==> src/rtl/mod_ref_feeder.sv <==
// mod_ref_feeder: packs serial modulation bits into 32-bit condition words
// and presents them with a reference operand and its two's-complement negation.
module mod_ref_feeder #(
    parameter bit MSB_FIRST = 1'b1
) (
    input  logic        clk,
    input  logic        reset,
    input  logic        bit_in,
    input  logic        bit_valid,
    output logic        bit_ready,
    input  logic        flush,
    input  logic [31:0] ref_in,
    input  logic        ref_load,
    output logic [31:0] input_bit,
    output logic [31:0] array_ref_wire_1,
    output logic [31:0] array_ref_m_wire_1,
    output logic        out_valid,
    input  logic        out_ready,
    output logic [15:0] word_cnt
);

    typedef enum logic [1:0] {IDLE, SHIFT, HOLD} state_t;

    state_t      state;
    state_t      state_nxt;
    logic [4:0]  fill;
    logic [4:0]  pos;
    logic [31:0] sreg;
    logic [31:0] sreg_nxt;
    logic [31:0] ref_q;
    logic [31:0] pend;
    logic        pend_vld;
    logic        live;
    logic        accept;
    logic        fire;
    logic        done;

    assign bit_ready = live && (state != HOLD);
    assign out_valid = (state == HOLD);
    assign accept    = bit_valid && bit_ready;
    assign fire      = out_valid && out_ready;
    assign done      = (state == SHIFT) && ((accept && fill == 5'd31) || flush);
    assign pos       = MSB_FIRST ? (5'd31 - fill) : fill;

    assign array_ref_m_wire_1 = 32'd0 - array_ref_wire_1;

    // sreg is cleared at word hand-off, so unfilled positions are already zero
    always_comb begin
        sreg_nxt = sreg;
        if (accept) sreg_nxt[pos] = bit_in;
    end

    always_comb begin
        state_nxt = state;
        case (state)
            IDLE:    if (accept) state_nxt = SHIFT;
            SHIFT:   if (done) state_nxt = HOLD;
            HOLD:    if (fire) state_nxt = IDLE;
            default: state_nxt = IDLE;
        endcase
    end

    always_ff @(posedge clk or negedge reset) begin
        if (!reset) state <= IDLE;
        else        state <= state_nxt;
    end

    always_ff @(posedge clk or negedge reset) begin
        if (!reset) begin
            live             <= 1'b0;
            fill             <= '0;
            sreg             <= '0;
            ref_q            <= '0;
            pend             <= '0;
            pend_vld         <= 1'b0;
            word_cnt         <= '0;
            input_bit        <= '0;
            array_ref_wire_1 <= '0;
        end else begin
            live <= 1'b1;
            if (accept) fill <= fill + 5'd1;
            if (done) begin
                input_bit        <= sreg_nxt;
                sreg             <= '0;
                array_ref_wire_1 <= ref_load ? ref_in : ref_q;
            end else begin
                sreg <= sreg_nxt;
            end
            // loads arriving while a word is presented wait for its hand-off
            if (fire) begin
                fill     <= '0;
                word_cnt <= word_cnt + 16'd1;
                pend_vld <= 1'b0;
                if (ref_load)      ref_q <= ref_in;
                else if (pend_vld) ref_q <= pend;
            end else if (ref_load) begin
                if (out_valid) begin
                    pend     <= ref_in;
                    pend_vld <= 1'b1;
                end else begin
                    ref_q <= ref_in;
                end
            end
        end
    end

endmodule

==> config.mk <==
export PLATFORM = sky130hd
export DESIGN_NAME = mod_ref_feeder
export DESIGN_NICKNAME = d
export VERILOG_FILES = /design/src/rtl/mod_ref_feeder.sv
export SDC_FILE = /design/constraint.sdc
export NUM_CORES = 1
export LEC_CHECK = 0
export ABC_AREA = 1
export BUFFER_PORTS_ARGS = -buffer_cell sky130_fd_sc_hd__buf_2
export CAP_MARGIN = 25
export CORE_MARGIN = 1.5
export CORE_UTILIZATION = 40
export DETAILED_ROUTE_END_ITERATION = 8
export GPL_ROUTABILITY_DRIVEN = 0
export GPL_TIMING_DRIVEN = 0
export REMOVE_ABC_BUFFERS = 1
export SYNTH_ARGS = -nofsm -noshare
export SYNTH_HDL_FRONTEND = slang
export SYNTH_SLANG_ARGS = --single-unit
==> constraint.sdc <==
create_clock -name clk -period 3 [get_ports clk]
set_clock_uncertainty 0.2 [all_clocks]
set_input_delay 0.3 -clock clk [delete_from_list [all_inputs] [get_ports clk]]
set_output_delay 0.3 -clock clk [all_outputs]
set_load 0.005 [all_outputs]
==> flow_summary.yaml, run 1 <==
outcome:
  status: "finished clean"
timing:
  setup_ws_ns: 0.171
  worstMarginPinSlew_ns: 0.944
  rsz0062_at_grt: "no"
  min_period_ns: 2.83
  hold_violations: 0
  whs_ns: 0.126
  finalSetupViolCount: 0
  slew_headroom_pct: 36.9
  fmax_mhz: 353
  fin_crit_sh_pct: 94.3
  final_max_slew_viol_count: 0
synth:
  synth_most_common_cell: "nand2_1"
  synth_commonest_cells: "572 x nand2_1, 185 x dfrtp_1, 94 x nor2_1, 92 x inv_1, 60 x nand3_1"
  synth.distinct_cells: 29
  postSynthRegisterBits: 185
  synthArstFlopShare_pct: 100
  synth_edf_count: 0
  yosysTopAreaCellShare_pct: 48.0
  synth_area_sq_um: 9640
  yosysSeqAreaShare_pct: 48.0
  synthTopCellsByArea: "dfrtp_1 48%, nand2_1 22%, nor2_1 3.7%"
  ys_warn_count: 0
  syn_inst: 1301
  syn_area_per_cell_sq_um: 7.41
  synth_top_area_cell: "dfrtp_1"
  yosys_most_used_dff: "dfrtp_1"
placed_design:
  place_ws_ns: -0.734
  port_buffers: 152
  dp.cells: 1711
  placed_area_sq_um: 10600
  hpwl_um: 17500
cts:
  cts_tree: "yes"
  cts_buffers: 17
  cts_root_buf: "clkbuf_16"
  cts_buffer_depth: 2
  clk-insertion-delay-late_ns: 0.42
  htree_levels: 4
  path_clk_slew_ns: 0.06
  clock-sinks: 185
critical_path:
  cp-start-kind: "input pin"
  required_ns: 3.15
  critPathArrivalTime_ns: 2.98
  cp_max_fo: 35
  worstReg2RegEnd: "ref_q[29]"
  setup.worst_path.class: "input pin to flop"
  regToRegStartpoint: "state[0]"
  rrSetupSlack_ns: 0.18
  crit_path_end_kind: "flop"
  r2r_cells: 6
grt:
  gr-usage-all-layers_pct: 22.6
  grt_antenna_before_repair: 0
  grt_pass1_wl_um: 44400
  grt_overflow: 0
  grt_max_degree: 96
  grt_pass1_vias: 8575
min_path:
  hold_class: "input pin to flop"
  min_path_cells: 4
  hp-start: "flush"
  holdPathEnd: "state[0]"
detailed_routing:
  drt-vias-per-instance: 5.08
  drt-total-wl_um: 27100
  drtAntennaViolNets: 0
  drc: 0
  routedWlPerCell_um: 15.2
  drt_iter0_markers: 617
  dr.pass1.iters: 5
  vias: 9012
layout:
  seqCellArea_sq_um: 4630
  design_area_sq_um: 11600
  multiInputGateArea_sq_um: 4370
  n_fill_cell: 2422
  area_growth_syn_to_layout_pct: 20.5
  n_antenna_cell: 0
  final_cells: 1774
  drive_gt1_share_pct: 14.2
  finalNetCount: 1490
floorplanning:
  die-area_sq_um: 25000
  start_util_pct: 40.9
  die_x_um: 158
  rows: 56
  core_area_sq_um: 23500
  io_pins: 153
  die_h_um: 158
pwr:
  power_mw: 10.1
  p_leak_nw: 6.01
  powerDensity_nw_per_um2: 870
  irDropWorstVdd_mv: 0.498
flow_run:
  maxCapViolCount: 0
sequential cells by signal, indices dropped and copies added (netlist names):
signal,flops
pend,32
sreg,32
state,2
word_cnt,16
pend_vld,1
input_bit,32
fill,5
live,1
ref_q,32
array_ref_wire_1,32
per-stage QoR:
stage,setup TNS [ns],utilization [%]
after detailed placement,-62.15,45.0
after floorplan,-38.21,-
after CTS,0,49.1
after global routing,0,49.3
after global placement,-616.66,44.4
final,0,49.3
worst max-delay path: stages:
cell	delay, ns
buf_2	0.68
inv_2	0.57
nand2_1	0.28
nand2_4	0.31
inv_4	0.52
o211ai_1	0.17
nand2_1	0.11
final cells by class:
type / count / share of cell area [%]
clock buffer: 23 / 4.12
sequential: 185 / 39.9
inverter: 98 / 3.30
tap: 319 / 3.44
clock inverter: 7 / 1.22
timing repair buffer: 189 / 10.4
multi-input combinational: 953 / 37.6
logic make-up (layout without fill, tap and decap cells):
family	count (synthesis)	after routing	synth area share, %
DFF	185	185	48.0
and+or+nand+nor	779	779	32.6
AOI/OAI and AO/OA	142	142	8.86
adders and majority gates	7	7	0.909
xor gates and xnor gates	24	24	2.18
buffers and inverters	163	317	7.34
other	1	1	0.0389
routing by layer:
metal	GRT usage, %	share of wire (%)	up-vias
met1	31.5	46	4258
met3	3.94	6.0	25
met4	5.61	1.1	0
li1	-	-	4446
met2	36.5	47	283
met5	0	0	-
power by group:
group	leakage (nW)	internal (mW)	total [mW]	switching, mW
registers	2.38	3.32	4.03	0.709
logic	3.33	1.32	3.66	2.34
clock network	0.299	1.46	2.41	0.954
timing repair:
| item | CTS | global route |
|---|---|---|
| hold endpoints to repair | 158 | 0 |
| hold buffers | 33 | 0 |
| endpoints found under the setup margin | 130 | 65 |
| gates resized for setup | 10 | 9 |
| buffers inserted | 0 | 0 |
layout by cell type (no fill, tap or decap), types with 4 or more instances in the layout:
master,count
a21oi_1,27
nand3_1,59
clkbuf_16,17
nand4_1,44
ha_1,6
nor2_4,5
buf_2,151
dfrtp_1,183
nor2_1,90
o211ai_1,32
xnor2_1,5
dlygate4sd3_1,33
bufinv_16,4
o22ai_1,32
o21ai_0,42
inv_2,4
inv_1,92
nand2_1,570
o21bai_1,8
xor2_1,19
worst max path at each step:
| stage | startpoint | endpoint | slack (ns) | depth (start not counted) |
|---|---|---|---|---|
| 6_report | ref_load | ref_q[29] | 0.17 | 7 |
| 5_1_grt | array_ref_wire_1[0] | array_ref_m_wire_1[26] | 0.02 | 8 |
| 4_1_cts | array_ref_wire_1[0] | array_ref_m_wire_1[28] | 0.02 | 8 |
| 3_5_place_dp | ref_load | ref_q[23] | -0.73 | 7 |
| 3_3_place_gp | fill[2] | array_ref_wire_1[1] | -2.17 | 9 |
| 2_1_floorplan | fill[2] | array_ref_wire_1[0] | -0.45 | 8 |
Power figures use the tool's default switching activity.
==> inputs of run 2 (changes only) <==
MAX_ROUTING_LAYER = met4   (was unset)
==> flow_summary.yaml, run 2 (synthesized netlist as in run 1, its figures left out) <==
outcome:
  status: "finished clean"
layout:
  mostFrequentLayoutCells: "570 x nand2_1, 183 x dfrtp_1, 151 x buf_2, 92 x inv_1, 90 x nor2_1"
  final_common_cell: "nand2_1"
  area_growth_syn_to_layout_pct: 20.5
  finalNetCount: 1490
  drive_gt1_share_pct: 14.2
  n_antenna_cell: 0
grt:
  grt_max_degree: 96
  grt_overflow: 0
  grt_use_met2_pct: 36.5
  use_met1_pct: 31.7
  busiest_layer: "met2"
  grt_pass1_vias: 8578
  met3_usage_pct: 4.00
  gr-usage-all-layers_pct: 23.3
  grt_antenna_before_repair: 0
  grt_pass1_wl_um: 44500
floorplanning:
  io_pins: 153
  start_util_pct: 40.9
  core_area_sq_um: 23500
  rows: 56
  die-area_sq_um: 25000
  die_h_um: 158
  die_x_um: 158
pwr:
  p_leak_nw: 6.01
  power_mw: 10.1
  irDropWorstVdd_mv: 0.496
  powerDensity_nw_per_um2: 870
critical_path:
  crit_path_end_kind: "flop"
  path_cells: "nor2_4 -> nand2_2 -> nand2_4 -> inv_4 -> o211ai_1 -> nand2_1"
  critPathMaxStageDelay_ns: 0.69
  rrSetupSlack_ns: 0.18
  worst_path_max_delay_cell: "nand2_4"
  setup.worst_path.class: "flop to flop"
  required_ns: 3.11
  cp-start-kind: "flop"
  cp_max_fo: 35
  critPathArrivalTime_ns: 2.93
cts:
  cts_root_buf: "clkbuf_16"
  cts_buffers: 17
  htree_levels: 4
  cts_tree: "yes"
  clk-insertion-delay-late_ns: 0.43
  cts_buffer_depth: 2
  path_clk_slew_ns: 0.06
  clock-sinks: 185
detailed_routing:
  dr.pass1.iters: 5
  drt-total-wl_um: 27100
  drtAntennaViolNets: 0
  drt_iter0_markers: 621
  vias: 8987
  drt-vias-per-instance: 5.07
  routedWlPerCell_um: 15.3
  drc: 0
timing:
  finalSetupViolCount: 0
  fmax_mhz: 354
  worstMarginPinSlew_ns: 0.957
  min_period_ns: 2.82
  slew_headroom_pct: 36.0
  whs_ns: 0.110
  final_max_slew_viol_count: 0
  hold_violations: 0
  fin_crit_sh_pct: 94.1
  rsz0062_at_grt: "no"
placed_design:
  hpwl_um: 17500
  port_buffers: 152
flow_run:
  maxCapViolCount: 0
min_path:
  hold_class: "input pin to flop"
-- run 2: what timing repair did --
| item | 4_1_cts | 5_1_grt |
|---|---|---|
| gates cloned | 0 | 0 |
| buffers inserted | 0 | 0 |
| endpoints found under the setup margin | 130 | 65 |
| resized for setup | 10 | 9 |
| endpoints found under the hold margin | 158 | 0 |
| hold buffers | 33 | 0 |
-- run 2: where the power goes --
group | switching (mW) | internal (mW) | leakage (nW)
logic | 2.33 | 1.32 | 3.33
clock network | 0.962 | 1.46 | 0.299
registers | 0.709 | 3.32 | 2.38
-- run 2: final cells by class --
| type | instances | area (sq um) |
|---|---|---|
| Inverter | 98 | 383 |
| Clock buffer | 23 | 478 |
| Multi-Input combinational cell | 953 | 4370 |
| Clock inverter | 7 | 141 |
| Tap cell | 319 | 399 |
| Fill cell | 2422 | 11900 |
| Sequential cell | 185 | 4630 |
| Timing Repair Buffer | 189 | 1200 |
-- run 2: path summary, 6_finish.rpt --
kind,startpoint,to,cells past startpoint
max,state[0],ref_q[29],6
min in group asynchronous,reset,input_bit[19],2
max in group asynchronous,reset,array_ref_wire_1[19],3
min,flush,state[0],4
max reg2reg,state[0],ref_q[29],6
min reg2reg,input_bit[26],input_bit[26],2
-- run 2: layer usage --
metal	vias to the layer above	part of all wire, %
li1	4448	-
met1	4251	46
met2	259	47
met3	29	5.7
met4	0	1.2
met5	-	0
-- run 2: worst max-delay path, delay by kind of cell, from the launching register on --
kind                   cells  cell delay (ns)
buffers and inverters      1             0.31
DFF                        1             0.43
AOI/OAI and AO/OA          1             0.18
and+or+nand+nor            4             1.55
-- run 2: per-stage QoR --
| stage | instances | setup WS (ns) | utilization (%) | setup TNS, ns | instance area, sq um |
|---|---|---|---|---|---|
| 3_3_place_gp | 1707 | -2.17 | 44.4 | -616.66 | 10500 |
| 2_1_floorplan | 1236 | -0.446 | - | -38.21 | 9300 |
| 3_5_place_dp | 1711 | -0.734 | 45.0 | -62.15 | 10600 |
| 5_1_grt | 1774 | 0.0135 | 49.3 | 0 | 11600 |
| 6_report | 1774 | 0.176 | 49.3 | 0 | 11600 |
| 4_1_cts | 1774 | 0.0160 | 49.1 | 0 | 11600 |
==> inputs of run 3 (changes only) <==
RECOVER_POWER = 100   (was unset)
==> flow_summary.yaml, run 3 (synthesized netlist as in run 1, its figures left out) <==
detailed_routing:
  dr.pass1.iters: 6
  drt-total-wl_um: 27200
  drc: 0
  drtAntennaViolNets: 0
  drt_iter0_markers: 666
  vias: 9003
  routedWlPerCell_um: 15.3
  drt-vias-per-instance: 5.07
critical_path:
  critPathArrivalTime_ns: 2.31
  regToRegStartpoint: "state[0]"
  cp-start-kind: "flop"
  crit_path_end_kind: "output pin"
  cp_max_fo: 5
  path_common_cell: "nand2_1"
  path_cells: "inv_1 -> ha_1 -> nand3_2 -> nor2_4 -> nand2_1 -> o21ai_0 -> nand2_1 -> clkbuf_1"
  critPathMaxStageDelay_ns: 0.41
  worst_path_max_delay_cell: "dfrtp_1"
  r2r_cells: 6
  critPathLaunch: "array_ref_wire_1[0]"
  required_ns: 2.50
  setup.worst_path.class: "flop to output pin"
layout:
  drive_gt1_share_pct: 9.48
  n_antenna_cell: 0
  fin_util_pct: 48.8
  area_growth_syn_to_layout_pct: 19.3
  design_area_sq_um: 11500
  final_common_cell: "nand2_1"
  finalNetCount: 1490
  mostFrequentLayoutCells: "572 x nand2_1, 183 x dfrtp_1, 92 x inv_1, 91 x nor2_1, 80 x buf_2"
  n_fill_cell: 2453
placed_design:
  placed_area_sq_um: 10600
  port_buffers: 152
  hpwl_um: 17500
timing:
  min_period_ns: 2.81
  hold_violations: 0
  finalSetupViolCount: 0
  slew_headroom_pct: 11.0
  fmax_mhz: 356
  worstMarginPinSlew_ns: 1.33
  final_max_slew_viol_count: 0
  finalSetupTns_ns: 0
  rsz0062_at_grt: "no"
  fin_crit_sh_pct: 93.6
grt:
  grt_pass1_wl_um: 44500
  gr-usage-all-layers_pct: 23.3
  grt_antenna_before_repair: 0
  grt_pass1_vias: 8578
  grt_overflow: 0
  grt_max_degree: 96
pwr:
  p_int_mw: 6.01
  powerDensity_nw_per_um2: 872
  irDropWorstVdd_mv: 0.499
  clock_power_share_pct: 24.1
  p_comb_share_pct: 35.7
  p_leak_nw: 5.78
  p_sw_share_pct: 40.0
  p_sw_mw: 4.01
  seqPwrFrac_pct: 40.2
cts:
  clock-sinks: 185
  clk-insertion-delay-late_ns: 0.43
  htree_levels: 4
  path_clk_slew_ns: 0.07
  cts_tree: "yes"
  cts_buffers: 17
  cts_root_buf: "clkbuf_16"
  cts_buffer_depth: 2
outcome:
  status: "finished clean"
floorplanning:
  die-area_sq_um: 25000
  io_pins: 153
  core_area_sq_um: 23500
  die_x_um: 158
  start_util_pct: 40.9
  die_h_um: 158
  rows: 56
min_path:
  min_path_cells: 4
  hp-start: "flush"
  hold_class: "input pin to flop"
flow_run:
  maxCapViolCount: 0
[run 3: repair_timing]
item,in CTS,in global routing
endpoints found under the setup margin,130,65
hold buffers,33,0
gates resized for setup,10,9
setup buffers,0,0
endpoints found under the hold margin,158,0
[run 3: path summary, 6_finish.rpt]
path / end / slack [ns]
worst max-delay path: array_ref_m_wire_1[26] / 0.19
worst min-delay path: state[0] / 0.11
worst max register to register: ref_q[29] / 0.20
worst min register to register: input_bit[25] / 0.27
max in group asynchronous: fill[2] / 0.54
min in group asynchronous: input_bit[16] / 0.54
[run 3: power by group through the flow]
stage               registers [mW]  clock network, mW  logic, mW
global route                  4.14               2.57       4.09
detailed placement            4.04                  0       3.56
floorplan                     3.88                  0       2.15
finish                        4.03               2.42       3.57
CTS                           4.01               2.46       3.63
global placement              4.03                  0       3.47
[run 3: area by class of cell]
type                       instances  area [sq um]  area share (%)
clock buffer                      23           478            4.16
clock inverter                     7           141            1.23
inverter                          98           383            3.33
multi-input combinational        953          4360            37.9
sequential                       185          4630            40.3
tap                              319           399            3.47
timing repair buffer             189          1100            9.56
[run 3: through the flow]
stage	worst slack, ns	hold WS, ns	total power [mW]	std cells
after CTS	0.0160	0.0412	10.1	1774
after floorplan	-0.446	-0.196	6.03	1236
after detailed placement	-0.734	0.201	7.60	1711
after global routing	0.0252	0.132	10.8	1774
after global placement	-2.17	0.256	7.50	1707
final	0.191	0.113	10.0	1774
[run 3: worst max-delay path, delay by kind of cell (launching register included)]
kind                       cells  cell delay [ns]
AOI/OAI and AO/OA              1             0.21
adders and majority gates      1             0.30
buffers and inverters          2             0.24
DFF                            1             0.41
and+or+nand+nor                4             0.72
[run 3: layer usage]
| metal | vias to the layer above | share of wire (%) | track usage [%] |
|---|---|---|---|
| met4 | 0 | 1.2 | 5.34 |
| met1 | 4261 | 46 | 31.7 |
| li1 | 4445 | - | - |
| met3 | 25 | 5.7 | 4.00 |
| met2 | 272 | 47 | 36.5 |
| met5 | - | 0 | - |
